==> src/rtl/mux_n_pipe.sv <==
// mux_n_pipe: N-input word selector feeding a 2-entry skid FIFO.
// Binary select (HotMode=0) or highest-set-bit hot select (HotMode=1).
// The selected word is captured on input handshake. Z is driven from the FIFO head.
module mux_n_pipe #(
  parameter int DataWidth = 32,
  parameter int NumInputs = 8,
  parameter int SelWidth  = 3,
  parameter int HotMode   = 0
) (
  input  logic                           clk,
  input  logic                           rst_n,
  input  logic                           in_valid,
  output logic                           in_ready,
  input  logic [SelWidth-1:0]            S,
  input  logic [NumInputs-2:0]           H,
  input  logic [NumInputs*DataWidth-1:0] I,
  output logic                           out_valid,
  input  logic                           out_ready,
  output logic [DataWidth-1:0]           Z,
  output logic                           sel_err
);

  logic [DataWidth-1:0] sel_data;
  logic                 sel_bad;
  logic [DataWidth-1:0] mem [2];
  logic                 wptr;
  logic                 rptr;
  logic [1:0]           count;
  logic                 push;
  logic                 pop;

  // Only one of S/H is meaningful per build; fold both into a sink to keep the other quiet.
  logic unused_sel;
  assign unused_sel = ^{S, H};

  // Word selection. Binary mode flags selects with no matching input.
  always_comb begin
    sel_data = '0;
    sel_bad  = 1'b0;
    if (HotMode != 0) begin
      sel_data = I[0 +: DataWidth];
      for (int k = 0; k < NumInputs - 1; k++) begin
        if (H[k]) sel_data = I[(k+1)*DataWidth +: DataWidth];
      end
    end else begin
      sel_bad = 1'b1;
      for (int k = 0; k < NumInputs; k++) begin
        if (S == SelWidth'(k)) begin
          sel_data = I[k*DataWidth +: DataWidth];
          sel_bad  = 1'b0;
        end
      end
    end
  end

  assign in_ready  = rst_n & (count < 2'd2);
  assign out_valid = (count != 2'd0);
  assign push      = in_valid & in_ready;
  assign pop       = out_valid & out_ready;
  assign Z         = out_valid ? mem[rptr] : '0;

  // FIFO storage, pointers, occupancy and the sticky select-error flag.
  always_ff @(posedge clk or negedge rst_n) begin
    if (!rst_n) begin
      mem[0]  <= '0;
      mem[1]  <= '0;
      wptr    <= 1'b0;
      rptr    <= 1'b0;
      count   <= 2'd0;
      sel_err <= 1'b0;
    end else begin
      if (push) begin
        mem[wptr] <= sel_data;
        wptr      <= ~wptr;
        if (sel_bad) sel_err <= 1'b1;
      end
      if (pop) rptr <= ~rptr;
      case (count)
        2'd0: if (push) count <= 2'd1;
        2'd1: begin
          if (push && !pop)      count <= 2'd2;
          else if (pop && !push) count <= 2'd0;
        end
        2'd2: if (pop) count <= 2'd1;
        default: count <= 2'd0;
      endcase
    end
  end

endmodule

==> config.mk <==
export PLATFORM = sky130hd
export DESIGN_NAME = mux_n_pipe
export DESIGN_NICKNAME = d
export VERILOG_FILES = /design/src/rtl/mux_n_pipe.sv
export SDC_FILE = /design/constraint.sdc
export NUM_CORES = 1
export LEC_CHECK = 0
export BUFFER_PORTS_ARGS = -buffer_cell sky130_fd_sc_hd__buf_2
export CORE_MARGIN = 4
export CORE_UTILIZATION = 45
export DETAILED_ROUTE_END_ITERATION = 10
export HOLD_SLACK_MARGIN = 0.08
export PLACE_DENSITY = 0.81
export SLEW_MARGIN = 40
export SYNTH_ARGS = -nofsm -noshare
export SYNTH_HDL_FRONTEND = slang
export SYNTH_SLANG_ARGS = --single-unit
==> constraint.sdc <==
create_clock -name clk -period 2.55 [get_ports clk]
set_input_delay 0.255 -clock clk [delete_from_list [all_inputs] [get_ports clk]]
set_output_delay 0.255 -clock clk [all_outputs]
set_load 0.005 [all_outputs]
# Word level (Yosys, flattened, before mapping)
# Index checks and enable logic that the tools add are counted.
# Widths: inputs -> output; s select.
dict set report word_totals {
  ff_bits 69
  latchBits 0
  ram_bits 0
  romBits 0
  mem_count 0
}
dict set report op_classes {
  n_addsub 0
  n_mul 0
  div 0
  magnitude_cmp 4
  eq_ne 12
  n_shift 0
  mux 28
  bitwise 7
  reduce_logical 10
}
# op count
set ops {}
lappend ops {{$mux 32} 13}
lappend ops {{$bwmux 64} 1}
lappend ops {{$demux 32 s1} 1}
lappend ops {{$eq 3x3->1 const B} 4}
lappend ops {{$mux 1} 8}
lappend ops {{$mux 2} 4}
lappend ops {{$eq 3x2->1 const B} 2}
lappend ops {{$pmux 2 s3} 1}
lappend ops {{$ge 2x2->1 const B} 2}
lappend ops {{$ne 2x2->1 const B} 2}
lappend ops {{$not 1->2} 2}
lappend ops {{$and 1x1->1} 3}
lappend ops {{$eq 3x1->1 const B} 1}
lappend ops {{$logic_and 1x1->1} 3}
lappend ops {{$logic_not 3->1} 1}
lappend ops {{$ne 3x3->1 const B} 1}
lappend ops {{$reduce_and 3->1} 1}
lappend ops {{$eq 2x1->1 const B} 1}
lappend ops {{$eq 2x2->1 const B} 1}
lappend ops {{$logic_not 1->1} 2}
lappend ops {{$logic_not 2->1} 1}
lappend ops {{$lt 2x1->1 const B} 1}
lappend ops {{$lt 2x2->1 const B} 1}
lappend ops {{$not 1->1} 2}
lappend ops {{other kinds (2)} 2}

# Logic depth before layout (Yosys ltp)
# Gate-level depths: netlist of run 1.
dict set report logic_depth {
  word_depth 10
  mapped_depth 7
  mapped_depth_nobuf 4
}

# Worst setup path before layout of run 1
# No wires, ideal clock.
dict set report synth_path {
  path_type {register to output}
  from {register count[1]}
  to {output port Z[10]}
  t_arrival_ns 1.103
  t_required_ns 2.295
  slack_ns 1.192
  stages_incl_launch_ff 5
  path_cell_list {dfrtp_1 buf_6 nor2_1 clkbuf_1 nor2_1}
}
dict set report synth_via {
  elab_chain_len 2
}
# element line
set synth_rtl {}
lappend synth_rtl {{from (decl)} 28} ;# logic [1:0] count;
lappend synth_rtl {{from (signal assigned)} 69} ;# count <= 2'd0;
lappend synth_rtl {{from (signal assigned)} 79} ;# 2'd0: if (push) count <= 2'd1;
lappend synth_rtl {{from (signal assigned)} 81} ;# if (push && !pop) count <= 2'd2;
lappend synth_rtl {{$reduce_bool 2->1} 57} ;# assign out_valid = (count != 2'd0);
lappend synth_rtl {{$mux 32} 60} ;# assign Z = out_valid ? mem[rptr] : '0;
lappend synth_rtl {{to (decl)} 19} ;# output logic [DataWidth-1:0] Z,
# Every way passes these cells.

# Worst setup path in the final report of run 1
dict set report layout_path {
  from {register rptr}
  to {output port Z[13]}
}
dict set report layout_via {
  elab_chain_len 5
}
# element line
set layout_rtl {}
lappend layout_rtl {{from (decl)} 27} ;# logic rptr;
lappend layout_rtl {{from (signal assigned)} 77} ;# if (pop) rptr <= ~rptr;
lappend layout_rtl {{$not 1->2 (not written as such)} 60}
lappend layout_rtl {{$mux 32 (not written as such) (3 in a row)} 60}
lappend layout_rtl {{$mux 32} 60}
# Every way passes these cells. The select of a mux whose other input is x is not followed.

==> results of run 1 <==
layout make-up:
class	count	area share (%)
multi-input cells	468	43.3
flip-flops and latches	69	23.6
repair buffers	314	22.6
clock buffers	11	3.45
inverters	64	3.28
well taps	147	2.51
clock inverters	5	1.13
diodes	4	0.137
metal layers:
| metal | wire length, um | share of wire, % | track usage, % |
|---|---|---|---|
| met1 | 8080 | 42 | 35.4 |
| met2 | 9320 | 48 | 42.7 |
| met3 | 1610 | 8.3 | 3.78 |
| met4 | 386 | 2.0 | 9.20 |
| met5 | 7 | 0.036 | 0 |
flip-flops by register name, summed over array words and instances (netlist names):
signal / cells
count: 2
mem: 64
rptr: 1
sel_err: 1
wptr: 1
path summary, 6_finish.rpt:
kind / end / slack, ns / cells after the start
worst max register to register: mem[1] / 0.79 / 4
max in group asynchronous: rptr / 1.18 / 4
worst max-delay path: Z[13] / 0.52 / 4
worst min register to register: sel_err / 0.37 / 0
worst min-delay path: count[1] / 0.15 / 2
min in group asynchronous: count[1] / 0.49 / 3
power groups by stage:
stage	Clock [mW]	Sequential (mW)	Combinational (mW)
floorplan	0	1.84	1.52
global placement	0	1.95	2.12
detailed placement	0	1.99	2.16
CTS	1.38	1.97	2.18
global route	1.42	2.05	2.42
finish	1.36	1.97	2.16
layout by cell type (no fill, tap or decap), types with 2 or more instances in the layout:
master,count
inv_1,64
nor2_1,95
dfrtp_1,68
buf_12,3
o221ai_1,62
a31oi_1,63
nor2_2,2
bufinv_16,2
clkbuf_8,2
nand2_1,66
nand3_1,32
diode_2,4
a21oi_1,2
buf_4,14
clkinvlp_4,3
nand2b_1,2
mux2i_1,128
clkbuf_16,9
buf_2,296
worst reg2reg max path: cells and delay by family, from the launching register on:
family	cells	cell delay [ns]
AOI/OAI and AO/OA	1	0.16
DFF	1	0.47
and+or+nand+nor	3	1.05
cells by family (layout without fill, tap and decap cells):
logic type | after synthesis | in the layout | synth area share, %
muxes | 130 | 130 | 23.8
DFF | 69 | 69 | 31.3
other | 0 | 4 | 0
xor gates and xnor gates | 2 | 2 | 0.317
buffers and inverters | 125 | 394 | 11.4
AOI/OAI and AO/OA | 130 | 130 | 17.5
and+or+nand+nor | 206 | 206 | 15.7
per-stage QoR:
stage	area (um2)	total power [mW]	hold slack, ns	util [%]
5_1_grt	7320	5.89	0.149	61.0
4_1_cts	7310	5.53	0.141	60.9
2_1_floorplan	5520	3.36	-0.0406	-
3_3_place_gp	6970	4.07	0.300	58.0
3_5_place_dp	6970	4.15	0.302	58.0
6_report	7320	5.49	0.151	61.0
==> impl_metrics.yaml, run 1 <==
outcome:
  status: "finished clean"
synth:
  synth_area_leader_cell: "dfrtp_1"
  netlist_area_mm2: 0.00552
  synth_edf_count: 0
  synth_nets: 932
  synthArstFlopShare_pct: 100
  synth.avg_cell_area_um2: 8.34
  synth_cell_type_count: 31
  synthTopCellsByArea: "dfrtp_1 (31%), mux2i_1 (23%), o221ai_1 (9.8%)"
  synthTopCellsByCount: "mux2i_1 (128), nor2_1 (97), dfrtp_1 (69), nand2_1 (66), inv_1 (64)"
  yosys_warnings: 0
  ys_ff_latch: 69
  yosysSeqAreaShare_pct: 31.3
  yosysMostFrequentCell: "mux2i_1"
  synth_flop_cell: "dfrtp_1"
  synth_top_area_share_pct: 31.3
  synthCells: 662
die:
  core_mm2: 0.0120
  die_w_um: 119
  io_pins: 305
  row_count: 40
  dieArea_mm2: 0.0141
  start_util_pct: 46.0
  dieHeight_um: 119
timing:
  drv_slew: 0
  setup_tns_ns: 0
  period_share_pct: 79.7
  clock.fmax_mhz: 492
  relSlewSlack_pct: 56.4
  fin_skew_ns: 0.00344
  final.min_clock_period_ns: 2.03
  setup_viol: 0
  layout_setup_ws_ns: 0.517
  hold_viol_final: 0
  rsz0062_at_grt: "no"
  max_slew.worst_pin.slew_ns: 0.654
clock_tree:
  cts_tree: "yes"
  path_clk_slew_ns: 0.06
  cts_resized: 0
  cts_root_buf: "clkbuf_16"
  clkLatencyLatePin_ns: 0.32
  hold_buffers: 1
  cts-root-to-sink-buffers: 2
  cts_max_level: 3
  clock_sinks: 69
  numCtsBuffers: 9
  post_cts_buffers: 0
critical_path:
  cp_max_fo: 18
  rr_startpoint: "count[1]"
  slowest_stage: "dfrtp_2"
  path_class: "reg -> out"
  cpPeakStageDelay_ns: 0.70
  cp_data_required_time_ns: 2.30
  path_buf_inv: 2
  crit_chain: "buf_12 > mux2i_1 > nor2_1 > buf_2"
  arrival_ns: 1.78
  crit_path_start_kind: "register"
  cp-end-kind: "output pin"
  cp_top_family: "flip-flops"
  startpoint: "rptr"
min_path:
  min_path_type: "in -> reg"
  hold_path_startpoint: "out_ready"
global_route:
  grtUsageTotal_pct: 26.1
  grt-ovfl-total: 0
  grt_pass1_wl_um: 29500
  grt_antenna_before_repair: 5
  grt_pass1_vias: 5667
  grt_start_max_net_pins: 63
cells_and_area:
  multi_input_area_mm2: 0.00317
  syn2layout_area_growth_pct: 32.7
  fillers: 1079
  ff_latch_area_mm2: 0.00173
  drive_gt1_share_pct: 36.3
  layout.nets: 1196
  fin_cells: 1082
routing:
  drc: 0
  final_antenna_net_count: 0
  totalWireLength_um: 19400
  dr.pass1.iters: 6
  dr_total_vias: 6043
  wl_per_cell_um: 17.9
  drtIter0Drc: 613
  avgViaCountPerCell: 5.59
power_and_ir_drop:
  pwr-share-clk_pct: 24.8
  ir_worst_vdd_mv: 0.325
  power_density_mw_per_mm2: 750
  p_switching_mw: 1.90
  pwr-share-seq_pct: 35.8
  internal_power_mw: 3.59
  switching_share_pct: 34.6
  power_frac_comb_pct: 39.4
  p_leak_nw: 3.88
placement:
  dp_cells: 1061
  place_congestion: 0.914
  io_buffers: 297
  hpwlAfterDp_um: 15200
  preCtsSetupSlack_ns: 0.513
run:
  maxCapViolCount: 0
Power figures use the tool's default switching activity.
==> inputs of run 2 (changes only) <==
--- a/config.mk
+++ b/config.mk
@@ -5,12 +5,13 @@
 export SDC_FILE = /design/constraint.sdc
 export NUM_CORES = 1
 export LEC_CHECK = 0
+export ABC_AREA = 1
 export BUFFER_PORTS_ARGS = -buffer_cell sky130_fd_sc_hd__buf_2
-export CORE_MARGIN = 4
-export CORE_UTILIZATION = 45
+export CORE_AREA = 4 4 117 119
 export DETAILED_ROUTE_END_ITERATION = 10
+export DIE_AREA = 0 0 121 123
 export HOLD_SLACK_MARGIN = 0.08
-export PLACE_DENSITY = 0.81
+export PLACE_DENSITY = 0.76
 export SLEW_MARGIN = 40
 export SYNTH_ARGS = -nofsm -noshare
 export SYNTH_HDL_FRONTEND = slang
==> constraint.sdc (replaced) <==
create_clock -name clk -period 2.1 [get_ports clk]
set_input_delay 0.21 -clock clk [delete_from_list [all_inputs] [get_ports clk]]
set_output_delay 0.21 -clock clk [all_outputs]
set_load 0.005 [all_outputs]
==> run 2 against run 1 <==
Effect of this change:
- routed wire length rose by 13%
- synthesized cell count rose by 30%
- via count rose by 15%
- sequential power rose by 17%
- global-route usage rose by 2.6 points
==> impl_metrics.yaml, run 2 <==
cells_and_area:
  top_regs: "mem: 64 flops, count: 2 flops"
  final_cell_mix: "nand2_1 (327), buf_2 (297), nand4_1 (116)"
  layout.nets: 1400
  top_register: "mem"
  largest_reg_flops: 64
  mostFrequentLayoutCell: "nand2_1"
  fin_util_pct: 57.9
  drive_gt1_share_pct: 31.0
  insertedDiodeCount: 0
  syn2layout_area_growth_pct: 38.8
synth:
  synth_area_leader_cell: "dfrtp_1"
  synthCells: 861
  synth_edf_count: 0
  synth_nets: 1131
  yosys_warnings: 0
  synthTopCellsByArea: "dfrtp_1 (33%), nand2_1 (23%), nand4_1 (14%)"
  synth_top_area_share_pct: 32.9
  yosysSeqAreaShare_pct: 32.9
  synthTopCellsByCount: "nand2_1 (327), nand4_1 (116), nand3_1 (89), dfrtp_1 (69), nor2_1 (68)"
  synth.avg_cell_area_um2: 6.09
  synth_cell_type_count: 19
  synth_flop_cell: "dfrtp_1"
  yosysMostFrequentCell: "nand2_1"
  synthArstFlopShare_pct: 100
  ys_ff_latch: 69
  netlist_area_mm2: 0.00525
outcome:
  status: "finished clean"
critical_path:
  crit_path_start_kind: "register"
  cp_max_fo: 25
  cp_data_required_time_ns: 1.89
  cp_top_family: "flip-flops"
  arrival_ns: 1.79
  cpPeakStageDelay_ns: 0.57
  r2r_slack_ns: 0.52
  rr_startpoint: "count[1]"
  crit_chain: "buf_4 > nand2_1 > a21oi_1 > buf_2"
  rr_worst_depth: 7
  worstReg2RegEnd: "mem[51]"
  slowest_stage: "dfrtp_1"
  path_buf_inv: 2
  cp-end-kind: "output pin"
  path_class: "reg -> out"
global_route:
  grt_pass1_vias: 6527
  grt_pass1_wl_um: 33300
  grtUsageTotal_pct: 28.7
  grt_start_max_net_pins: 71
  grt-ovfl-total: 0
  grt_antenna_before_repair: 1
routing:
  top_layer: "met5"
  wl_per_cell_um: 16.8
  final_antenna_net_count: 0
  dr.pass1.iters: 5
  drc: 0
  dr_wl_met3_um: 1670
  dr_total_vias: 6953
  avgViaCountPerCell: 5.32
  drtIter0Drc: 709
  wl_met2_um: 10600
  m1WireLength_um: 8780
  totalWireLength_um: 21900
timing:
  final.min_clock_period_ns: 2.00
  relSlewSlack_pct: 57.5
  setup_tns_ns: 0
  period_share_pct: 95.2
  fin_skew_ns: 0.00551
  setup_viol: 0
  clock.fmax_mhz: 500
  hold_viol_final: 0
  rsz0062_at_grt: "no"
  drv_slew: 0
  max_slew.worst_pin.slew_ns: 0.638
power_and_ir_drop:
  internal_power_mw: 4.16
  total_power_mw: 6.74
  p_switching_mw: 2.58
  switching_share_pct: 38.3
  pwr-share-seq_pct: 34.1
  pwr-share-clk_pct: 24.7
  power_density_mw_per_mm2: 925
  power_frac_comb_pct: 41.2
  p_leak_nw: 4.02
  ir_worst_vdd_mv: 0.484
clock_tree:
  clkLatencyLatePin_ns: 0.32
  numCtsBuffers: 9
  cts_max_level: 3
  path_clk_slew_ns: 0.06
  post_cts_buffers: 0
  cts_tree: "yes"
  cts_root_buf: "clkbuf_16"
  clock_sinks: 69
  cts_resized: 0
  cts-root-to-sink-buffers: 2
run:
  maxCapViolCount: 0
placement:
  place_congestion: 0.941
  hpwlAfterDp_um: 16800
  io_buffers: 297
die:
  dieArea_mm2: 0.0149
  row_count: 41
  io_pins: 305
  start_util_pct: 41.7
  die_w_um: 121
  core_mm2: 0.0126
  dieHeight_um: 123
min_path:
  holdPathEnd: "count[1]"
  hold_path_startpoint: "out_ready"
  hold_path_depth: 4
  min_path_type: "in -> reg"
## run 2: through the flow
step | hold slack [ns] | worst slack, ns | std cells | instance area [um2]
floorplan | -0.0856 | 0.696 | 861 | 5250
global placement | 0.361 | 0.361 | 1290 | 6930
detailed placement | 0.364 | 0.331 | 1290 | 6930
CTS | 0.170 | 0.102 | 1307 | 7280
global route | 0.190 | 0.0339 | 1307 | 7280
finish | 0.173 | 0.101 | 1307 | 7280
## run 2: routing by layer
layer,global-route usage [%],vias up
met5,0,-
met4,11.8,2
met3,5.67,60
met2,48.5,366
met1,36.2,3127
li1,-,3398
## run 2: worst min-delay path, stage by stage
cell and delay, ns:
buf_2 0.08, inv_1 0.04, nand2_1 0.09, a21oi_1 0.05
## run 2: timing repair
item	CTS	global route
hold buffers	1	0
endpoints found under the hold margin	69	0
endpoints found under the setup margin	0	0
## run 2: cell families after synthesis
kind of cell | after synthesis | share of synthesized area (%)
flops | 69 | 32.9
compound gates | 54 | 5.25
buf+inv | 130 | 10.0
xor+xnor | 2 | 0.334
simple gates | 606 | 51.5
## run 2: worst max-delay path by stage
| stage | start | end | slack (ns) | cells past startpoint |
|---|---|---|---|---|
| 2_1_floorplan | count[1] | mem[33] | 0.70 | 7 |
| 3_3_place_gp | S[1] | mem[29] | 0.36 | 8 |
| 3_5_place_dp | S[1] | mem[61] | 0.33 | 8 |
| 4_1_cts | rptr | Z[26] | 0.10 | 4 |
| 5_1_grt | rptr | Z[20] | 0.03 | 4 |
| 6_report | rptr | Z[26] | 0.10 | 4 |
## run 2: layout make-up
class	instances	area, um2
Timing Repair Buffer	327	1770
Sequential cell	69	1730
Tap cell	172	215
Clock buffer	11	253
Multi-Input combinational cell	662	3010
Inverter	61	229
Clock inverter	5	82.6
Fill cell	1279	5290
## run 2: power groups by stage
stage,combinational (mW),sequential [mW],clock (mW)
detailed placement,2.78,2.30,0
floorplan,1.63,2.19,0
global route,3.13,2.36,1.75
CTS,2.80,2.29,1.69
finish,2.77,2.30,1.66
global placement,2.74,2.28,0
